`src/rtl/bit_serial_addsub.sv`:
```
`default_nettype none
// ============================================================================
// Module      : bit_serial_addsub
// Description : Bit-serial adder/subtractor. One full adder is reused over
//               WIDTH clock cycles, processing operands LSB first. Subtraction
//               is performed as A + ~B + 1 by inverting B bits and seeding the
//               carry with sel.
// Ports       : clk    - clock, rising edge active
//               reset  - asynchronous active-high reset
//               start  - operation request, honoured in IDLE or DONE
//               a, b   - operands (WIDTH bits), captured on the accepting edge
//               sel    - 0 = A+B, 1 = A-B, captured on the accepting edge
//               busy   - high while bits are being processed
//               done   - one-cycle pulse, result/cout/ovf valid
//               result - sum or difference, modulo 2^WIDTH
//               cout   - final carry-out (for subtraction, 0 means borrow)
//               ovf    - signed overflow flag
// Config      : define SIGNED_OVF_EN to build the signed-overflow logic;
//               without it ovf is tied to 0.
// Revision    : 1.0 - initial release
// ============================================================================
module bit_serial_addsub #(
    parameter int WIDTH = 8
) (
    input  logic             clk,
    input  logic             reset,
    input  logic             start,
    input  logic [WIDTH-1:0] a,
    input  logic [WIDTH-1:0] b,
    input  logic             sel,
    output logic             busy,
    output logic             done,
    output logic [WIDTH-1:0] result,
    output logic             cout,
    output logic             ovf
);

    localparam int             c_IDX_W    = (WIDTH > 1) ? $clog2(WIDTH) : 1;
    localparam logic [c_IDX_W-1:0] c_LAST_IDX = c_IDX_W'(WIDTH - 1);

    localparam logic [1:0] c_S_IDLE = 2'd0;
    localparam logic [1:0] c_S_RUN  = 2'd1;
    localparam logic [1:0] c_S_DONE = 2'd2;

    logic [1:0]         r_state;
    logic [1:0]         w_next_state;
    logic [WIDTH-1:0]   r_a;
    logic [WIDTH-1:0]   r_b;
    logic               r_sel;
    logic [c_IDX_W-1:0] r_idx;
    logic               r_carry;
    logic [WIDTH-1:0]   r_result;
    logic               r_cout;

    logic               w_accept;
    logic               w_last_bit;
    logic               w_bnew;
    logic               w_sum;
    logic               w_carry_next;

    // start is only honoured when no operation is in flight
    assign w_accept   = start && ((r_state == c_S_IDLE) || (r_state == c_S_DONE));
    assign w_last_bit = (r_idx == c_LAST_IDX);

    // Operand registers shift right each RUN cycle, so bit 0 is always the
    // bit currently being processed.
    assign w_bnew       = r_b[0] ^ r_sel;
    assign w_sum        = r_a[0] ^ w_bnew ^ r_carry;
    assign w_carry_next = (r_a[0] & w_bnew) | (r_carry & (r_a[0] ^ w_bnew));

    // ------------------------------------------------------------------
    // State register
    // ------------------------------------------------------------------
    always_ff @(posedge clk or posedge reset) begin
        if (reset) begin
            r_state <= c_S_IDLE;
        end else begin
            r_state <= w_next_state;
        end
    end

    // ------------------------------------------------------------------
    // Next-state logic
    // ------------------------------------------------------------------
    always_comb begin
        w_next_state = r_state;
        case (r_state)
            c_S_IDLE: if (start)      w_next_state = c_S_RUN;
            c_S_RUN:  if (w_last_bit) w_next_state = c_S_DONE;
            c_S_DONE: w_next_state = start ? c_S_RUN : c_S_IDLE;
            default:  w_next_state = c_S_IDLE;
        endcase
    end

    // ------------------------------------------------------------------
    // Datapath
    // ------------------------------------------------------------------
`ifdef SIGNED_OVF_EN
    logic r_msb_carry;
`endif

    always_ff @(posedge clk or posedge reset) begin
        if (reset) begin
            r_a         <= '0;
            r_b         <= '0;
            r_sel       <= 1'b0;
            r_idx       <= '0;
            r_carry     <= 1'b0;
            r_result    <= '0;
            r_cout      <= 1'b0;
`ifdef SIGNED_OVF_EN
            r_msb_carry <= 1'b0;
`endif
        end else if (w_accept) begin
            r_a     <= a;
            r_b     <= b;
            r_sel   <= sel;
            r_idx   <= '0;
            r_carry <= sel;
        end else if (r_state == c_S_RUN) begin
            r_a      <= r_a >> 1;
            r_b      <= r_b >> 1;
            // sum bits enter from the MSB side; after WIDTH shifts the
            // first-computed bit has reached bit 0
            r_result <= {w_sum, r_result[WIDTH-1:1]};
            r_carry  <= w_carry_next;
            r_idx    <= r_idx + c_IDX_W'(1);
            if (w_last_bit) begin
                r_cout      <= w_carry_next;
`ifdef SIGNED_OVF_EN
                // carry entering the MSB adder stage
                r_msb_carry <= r_carry;
`endif
            end
        end
    end

    assign busy   = (r_state == c_S_RUN);
    assign done   = (r_state == c_S_DONE);
    assign result = r_result;
    assign cout   = r_cout;

`ifdef SIGNED_OVF_EN
    // Both terms only change on the final RUN edge, so ovf holds with them.
    assign ovf = r_msb_carry ^ r_cout;
`else
    assign ovf = 1'b0;
`endif

endmodule
`default_nettype wire

```
`config.mk`:
```
export PLATFORM = sky130hd
export DESIGN_NAME = bit_serial_addsub
export DESIGN_NICKNAME = d
export VERILOG_FILES = /design/src/rtl/bit_serial_addsub.sv
export SDC_FILE = /design/constraint.sdc
export NUM_CORES = 1
export LEC_CHECK = 0
export ABC_AREA = 0
export CAP_MARGIN = 10
export CORE_UTILIZATION = 40
export DETAILED_ROUTE_END_ITERATION = 12
export PLACE_DENSITY_LB_ADDON = 0.08
export SKIP_LAST_GASP = 1
export SLEW_MARGIN = 20
export SYNTH_ARGS = -nofsm -noshare
export SYNTH_HDL_FRONTEND = slang
export SYNTH_SLANG_ARGS = --single-unit
```
`constraint.sdc`:
```
create_clock -name clk -period 3.1 [get_ports clk]
set_clock_uncertainty 0.2 [all_clocks]
set_input_delay 0.62 -clock clk [delete_from_list [all_inputs] [get_ports clk]]
set_output_delay 0.62 -clock clk [all_outputs]
set_load 0.05 [all_outputs]
```
After elaboration in Yosys (flattened, before gate mapping) --
Cells that the tools add are included.
Word-level totals: bits in latches 0, memories kept 0, word-level logic and storage cells 40, ROM bits 0, flip-flop bits (word level) 32, input port bits 20, output and inout bits 12, memory bits (writable) 0
Cells by class: shift-type cells 0, equality and inequality tests 5, multiplexer cells 12, add/sub/neg operators 1, reductions and logical operators 7, bitwise operators 7, order comparisons 0, multipliers 0, div/mod/pow operators 0
Operators by type and width (number):
- $mux W8 | 4
- $mux W3 | 2
- $pmux W2 S3 | 1
- $mux W2 | 2
- $reduce_and A2 Y1 | 2
- $add A3 B1 Y3 const B | 1
- $eq A3 B3 Y1 const B | 1
- $mux W1 | 3
- $reduce_and A3 Y1 | 1
- $xor A1 B1 Y1 | 3
- $and A1 B1 Y1 | 2
- $eq A2 B1 Y1 const B | 1
- $eq A2 B2 Y1 const B | 1
- $logic_not A2 Y1 | 1
- $ne A2 B1 Y1 const B | 1
- $ne A2 B2 Y1 const B | 1
- $reduce_bool A2 Y1 | 1
- $logic_and A1 B1 Y1 | 1
- $logic_or A1 B1 Y1 | 1
- $not A1 Y1 | 1
- $or A1 B1 Y1 | 1

Logic depth before layout (Yosys ltp) --
Gate-level depths: netlist of run 1.
word-level depth 6, depth in mapped cells 6, depth with buffers taken out 4

Worst setup path before layout of run 1 --
OpenSTA, ideal clock, no wires.
path kind register to output, start point register r_state[0], end point output port done, data required time 2.280 ns, setup slack 1.072 ns, cell stages (with the launch flop) 3, arrival 1.208 ns, path buffers 1, cell sequence dfrtp_1 buf_2 nor2b_1
Between the ends: cells in the longest elaborated chain, start to end 1
RTL lines:
- from (decl) | line 45 | logic [1:0] r_state;
- from (signal assigned) | line 76 | r_state <= c_S_IDLE;
- from (signal assigned) | line 78 | r_state <= w_next_state;
- $eq A2 B2 Y1 | line 139 | assign done = (r_state == c_S_DONE);
- to (decl) | line 32 | output logic done,
Every way passes these cells.

Final worst setup path of run 1 --
start point register r_state[0], end point output port busy
Between the ends: cells in the longest elaborated chain, start to end 1
RTL lines:
- $eq A2 B1 Y1 | line 138 | assign busy = (r_state == c_S_RUN);
- to (decl) | line 31 | output logic busy,
Every way passes these cells.

==> results.json, run 1 <==
{
  "grt_setup_unrepaired": "no",
  "vias": 1089,
  "routedWlPerCell_um": 12.80,
  "ys_top_cells_by_area": "dfrtp_1 (54%), nand2_1 (6.3%), mux2i_1 (4.7%), a211oi_1 (3.6%), nor2b_1 (3.4%)",
  "startpoint": "r_state[0]$_DFFE_PP0P_",
  "place_congestion": 0.7217,
  "design.core.area_mm2": 0.003442,
  "row_count": 21,
  "die_h_um": 62.83,
  "ff2ff_path_depth": 4,
  "hold_path.class": "reg -> reg",
  "fin_crit_sh": 0.8747,
  "antenna_left": 0,
  "worst_slew_pin_slew_ps": 584.0,
  "nFillCells": 336,
  "synth_edf_count": 0,
  "ys.flop_type": "dfrtp_1",
  "syn_avg_cell_area_um2": 10.28,
  "track_usage": 0.1629,
  "grt_pass1_vias": 1036,
  "synth_top_area_cell": "dfrtp_1",
  "reg2reg_slack_ps": 1160,
  "grt_pass1_wl_mm": 4.816,
  "maxCapViolations": 0,
  "area_delta_synth_final_pct": 25.87,
  "drc": 0,
  "critical_path_required_ps": 2280,
  "postCtsSetupRepairBufs": 0,
  "ir_drop_uv": 446.1,
  "overflow": 0,
  "path_class": "reg -> out",
  "finalSetupViolations": 0,
  "worst-path-max-fanout": 22,
  "drive_above_1_share": 0.08140,
  "cts_max_level": 2,
  "status": "finished clean",
  "clk_pin_slew_ps": 60,
  "antenna_found_initial": 0,
  "cts_tree": "yes",
  "syn-cell-area_mm2": 0.001480,
  "dieArea_mm2": 0.003948,
  "reg2reg_to": "r_idx[1]$_DFFE_PP0P_",
  "synth.area.mux_share": 0.04734,
  "arrival_ps": 1890,
  "io-pin-count": 32,
  "n_antenna_cell": 0,
  "io_buffers": 30,
  "top_usage_layer": "met2",
  "routed_via_density": 4.995,
  "grt_use_met2": 0.2622,
  "start_util": 0.4300,
  "synth-compound-area-share": 0.1369,
  "finalNetCount": 194,
  "max_freq_ghz": 0.3688,
  "drtIter0Drc": 63,
  "cts_root_buf": "clkbuf_8",
  "synth_top_area_share": 0.5410,
  "synth.distinct_cells": 28,
  "synth_xor_area_frac": 0.005917,
  "clock-sinks": 32,
  "synth_top_family_by_area": "simple AND/OR/NAND/NOR gates",
  "drtPass1Iterations": 4,
  "timing.rr.start": "r_state[0]$_DFFE_PP0P_",
  "gr-usage-met3": 0.06204,
  "clock_path_buffers": 2,
  "timing.setup.tns_ps": 0,
  "post_cts_resized": 0,
  "async_reset_ff_frac": 1.000,
  "netlist_instances": 144,
  "slew_violations": 0,
  "yosysWarnings": 0,
  "grt_max_degree": 33,
  "cts_hold_buffers": 0,
  "yosysSeqAreaShare": 0.5410,
  "power_density_mw_per_mm2": 1088,
  "utilization": 0.5413,
  "syn_nets": 167,
  "fp.dieW_um": 62.83,
  "numCtsBuffers": 5,
  "critPathCaptureType": "output pin",
  "min_period_ps": 2712,
  "synthAdderAreaFrac": 0.03043,
  "ys_ff_latch": 32,
  "met1_usage": 0.1934,
  "leakage_nw": 0.7933,
  "hpwlAfterDp_mm": 1.820,
  "slew_headroom": 0.6107,
  "wl_mm": 2.791,
  "cp-endpoint": "busy",
  "yosys.area_share.simple": 0.1784,
  "hold_viol": 0,
  "clock_latency_ps": 280,
  "start_kind": "flop"
}
[worst min path at each step]
stage | from | end | slack [ps] | cells after the start
finish | result[0]$_DFFE_PP0P_ | result[0]$_DFFE_PP0P_ | 290 | 2
global route | r_a[7]$_DFFE_PP0P_ | r_a[7]$_DFFE_PP0P_ | 320 | 1
CTS | result[0]$_DFFE_PP0P_ | result[0]$_DFFE_PP0P_ | 300 | 2
detailed placement | result[0]$_DFFE_PP0P_ | result[0]$_DFFE_PP0P_ | 280 | 2
global placement | result[0]$_DFFE_PP0P_ | result[0]$_DFFE_PP0P_ | 260 | 2
floorplan | r_a[7]$_DFFE_PP0P_ | r_a[7]$_DFFE_PP0P_ | 270 | 1
[report_power, final]
part	switching, W	internal, W	total [W]
combinational	0.000550	0.000373	0.000923
sequential	0.000162	0.000619	0.000781
clock	0.000143	0.000181	0.000324
[cells by family after synthesis]
logic type,after synthesis
muxes,7
buffers and inverters,15
DFF,32
AOI/OAI and AO/OA,31
other,1
and+or+nand+nor,54
xor gates and xnor gates,1
adders and majority gates,3
[stage by stage]
stage	area (um2)	power (W)	hold slack, ps	setup slack, ps	cells
2_1_floorplan	1480	0.001499	265.2	1072	144
5_1_grt	1863	0.002202	322.3	269.1	218
3_3_place_gp	1773	0.001688	256.2	580.9	210
6_report	1863	0.002027	286.5	388.4	218
4_1_cts	1863	0.002059	296.2	365.4	218
3_5_place_dp	1773	0.001724	280.6	523.6	210
[worst max-delay path: stages (launching register included)]
cell and delay, ps:
dfrtp_1 710, nand2b_4 260, inv_2 360, buf_4 270
[cells in the mapped netlist, types with 2 or more instances]
master / n
a211oi_1: 7
a21oi_1: 8
a22o_1: 4
buf_2: 8
buf_6: 2
dfrtp_1: 32
ha_1: 2
inv_1: 3
mux2i_1: 7
nand2_1: 25
nand3_1: 2
nor2_1: 7
nor2b_1: 8
nor3_1: 7
o21ai_0: 3
o22ai_1: 7
[cells in the final DEF (no fill, tap or decap)]
cell type | netlist | layout
nand2_1 | 25 | 25
nor3_1 | 7 | 7
conb_1 | 1 | 1
inv_2 | 1 | 1
nand2b_1 | 1 | 1
o22ai_1 | 7 | 7
nand3_1 | 2 | 2
dfrtp_1 | 32 | 32
nor2b_1 | 8 | 8
ha_1 | 2 | 2
clkbuf_8 | 0 | 6
a211oi_1 | 7 | 7
clkbuf_1 | 0 | 2
nand2b_4 | 1 | 1
xnor2_1 | 1 | 1
and2_4 | 1 | 1
mux2i_1 | 7 | 7
nor2b_2 | 1 | 1
nor2_4 | 1 | 1
fa_1 | 1 | 1
a21oi_1 | 8 | 8
inv_1 | 3 | 3
o21ai_0 | 3 | 3
o211ai_1 | 1 | 1
nor2_1 | 7 | 7
clkdlybuf4s50_1 | 0 | 29
a22o_1 | 4 | 4
buf_4 | 1 | 2
a21oi_2 | 1 | 1
[state kept, by name (all words and copies together), names as in the netlist]
register  cells
cout          1
r_a           8
r_b           8
r_carry       1
r_idx         3
r_sel         1
r_state       2
result        8
[routing by layer]
| metal | vias to the layer above | part of all wire |
|---|---|---|
| met4 | 0 | 0.016 |
| met2 | 31 | 0.46 |
| met5 | - | 0 |
| li1 | 543 | - |
| met3 | 6 | 0.061 |
| met1 | 509 | 0.46 |
[layout make-up]
class,instances,area [um2],share of cell area
Sequential cell,32,800.8,0.4298
Multi-Input combinational cell,97,594.3,0.3190
Clock buffer,8,90.09,0.04835
Timing Repair Buffer,31,305.3,0.1639
Inverter,4,15.01,0.008059
Tap cell,46,57.56,0.03089
No activity file was read; power rests on OpenSTA's default activity.
==> inputs of run 2 (changes only) <==
Settings changed: CAP_MARGIN 10 to default, CORE_UTILIZATION 40 to 53.
==> run 2 against run 1 <==
Wire length down 1.1%; hold slack better by 11 ps; die area down 24%; via count up 1.6%; cell count down 7.3%; clock-buffer cell count unchanged; critical path depth unchanged; power down 3.8%; critical endpoint unchanged; largest cell class unchanged.
==> results.json, run 2 (same netlist as run 1, synthesis figures left out) <==
{
  "startpoint": "r_state[0]$_DFFE_PP0P_",
  "ir_drop_uv": 791.2,
  "cts_root_buf": "clkbuf_4",
  "finalNetCount": 194,
  "finalSetupViolations": 0,
  "grt_pass1_vias": 1054,
  "clock_path_buffers": 2,
  "fin_crit_sh": 0.8954,
  "place_congestion": 0.6926,
  "cpPeakStageDelay_ps": 740,
  "grt_pass1_wl_mm": 4.657,
  "timing.rr.start": "r_state[0]$_DFFE_PP0P_",
  "n_antenna_cell": 0,
  "postCtsSetupRepairBufs": 0,
  "vias": 1106,
  "placed_area_mm2": 0.001753,
  "slew_headroom": 0.6000,
  "status": "finished clean",
  "power_density_mw_per_mm2": 1076,
  "dp_slack_ps": 551.9,
  "clk_pin_slew_ps": 100,
  "drtIter0Drc": 19,
  "cp-endpoint": "busy",
  "grt_max_degree": 33,
  "hpwlAfterDp_mm": 1.924,
  "cts_tree": "yes",
  "slowest_stage": "dfrtp_1",
  "register_area_um2": 800.8,
  "overflow": 0,
  "wl_mm": 2.759,
  "design.core.area_mm2": 0.002567,
  "layout_common_cells": "dfrtp_1 (32), clkdlybuf4s50_1 (29), nand2_1 (25)",
  "drtPass1Iterations": 4,
  "critPathCaptureType": "output pin",
  "layout_commonest_cell": "dfrtp_1",
  "hold_viol": 0,
  "reg2reg_slack_ps": 1150,
  "slew_violations": 0,
  "max_freq_ghz": 0.3603,
  "io-pin-count": 32,
  "clock_latency_ps": 330,
  "arrival_ps": 1960,
  "hold_path.class": "reg -> reg",
  "ff2ff_path_depth": 4,
  "die_h_um": 54.85,
  "crit_chain": "nand2b_4, inv_2, buf_4",
  "drc": 0,
  "drive_above_1_share": 0.08140,
  "cts_max_level": 2,
  "nFillCells": 193,
  "post_cts_resized": 0,
  "worst_slew_pin_slew_ps": 600.1,
  "multiInputGateArea_um2": 594.3,
  "track_usage": 0.2274,
  "clock-sinks": 32,
  "antenna_found_initial": 0,
  "holdPathStages": 2,
  "fin_area_mm2": 0.001812,
  "path_class": "reg -> out",
  "antenna_left": 0,
  "start_kind": "flop",
  "dieArea_mm2": 0.003008,
  "cts_hold_buffers": 0,
  "setup_ws_ps": 324.3,
  "grt_setup_unrepaired": "no",
  "min_period_ps": 2776,
  "leakage_nw": 0.7804,
  "routed_via_density": 5.475,
  "maxCapViolations": 0,
  "reg2reg_to": "r_idx[1]$_DFFE_PP0P_",
  "critical_path_required_ps": 2280,
  "routedWlPerCell_um": 13.66,
  "area_delta_synth_final_pct": 22.40,
  "row_count": 18,
  "timing.setup.tns_ps": 0,
  "io_buffers": 30,
  "worst-path-max-fanout": 22,
  "start_util": 0.5765,
  "fp.dieW_um": 54.85,
  "numCtsBuffers": 5
}
-- run 2: worst min path at each step --
stage / start / end
after floorplan: r_a[7]$_DFFE_PP0P_ / r_a[7]$_DFFE_PP0P_
after global placement: result[0]$_DFFE_PP0P_ / result[0]$_DFFE_PP0P_
after detailed placement: result[0]$_DFFE_PP0P_ / result[0]$_DFFE_PP0P_
after CTS: result[0]$_DFFE_PP0P_ / result[0]$_DFFE_PP0P_
after global routing: result[3]$_DFFE_PP0P_ / result[3]$_DFFE_PP0P_
final: result[0]$_DFFE_PP0P_ / result[0]$_DFFE_PP0P_
-- run 2: layer usage --
metal  share of wire  global-route usage  routed length [um]  vias to the layer above
met2            0.47              0.3635                1297                       25
met1            0.47              0.2721                1284                      531
met4           0.021              0.1154                  59                        0
met3           0.042             0.07222                 117                        8
li1                -                   -                   -                      542
met5               0                   0                   0                        -
-- run 2: cell type report --
class	count	area share
clock buffers	8	0.03246
inverters	4	0.008287
multi-input cells	97	0.3280
flip-flops and latches	32	0.4420
well taps	30	0.02072
repair buffers	31	0.1685
-- run 2: per-stage QoR --
step	total power [W]	utilization	std cells	hold WS, ps
floorplan	0.001499	-	144	265.2
global placement	0.001677	0.6827	194	256.6
detailed placement	0.001723	0.6827	194	283.5
CTS	0.001973	0.7057	202	305.2
global route	0.002111	0.7057	202	320.9
finish	0.001950	0.7057	202	297.0
-- run 2: power by group --
| part | switching (W) | internal (W) |
|---|---|---|
| clock | 0.000135 | 0.000112 |
| sequential | 0.000162 | 0.000617 |
| combinational | 0.000551 | 0.000373 |
| total | 0.000848 | 0.00110 |
-- run 2: worst max-delay path: cells and delay by family, from the launching register on --
kind	cells	cell delay, ps
DFF	1	740
and+or+nand+nor	1	260
buffers and inverters	2	620
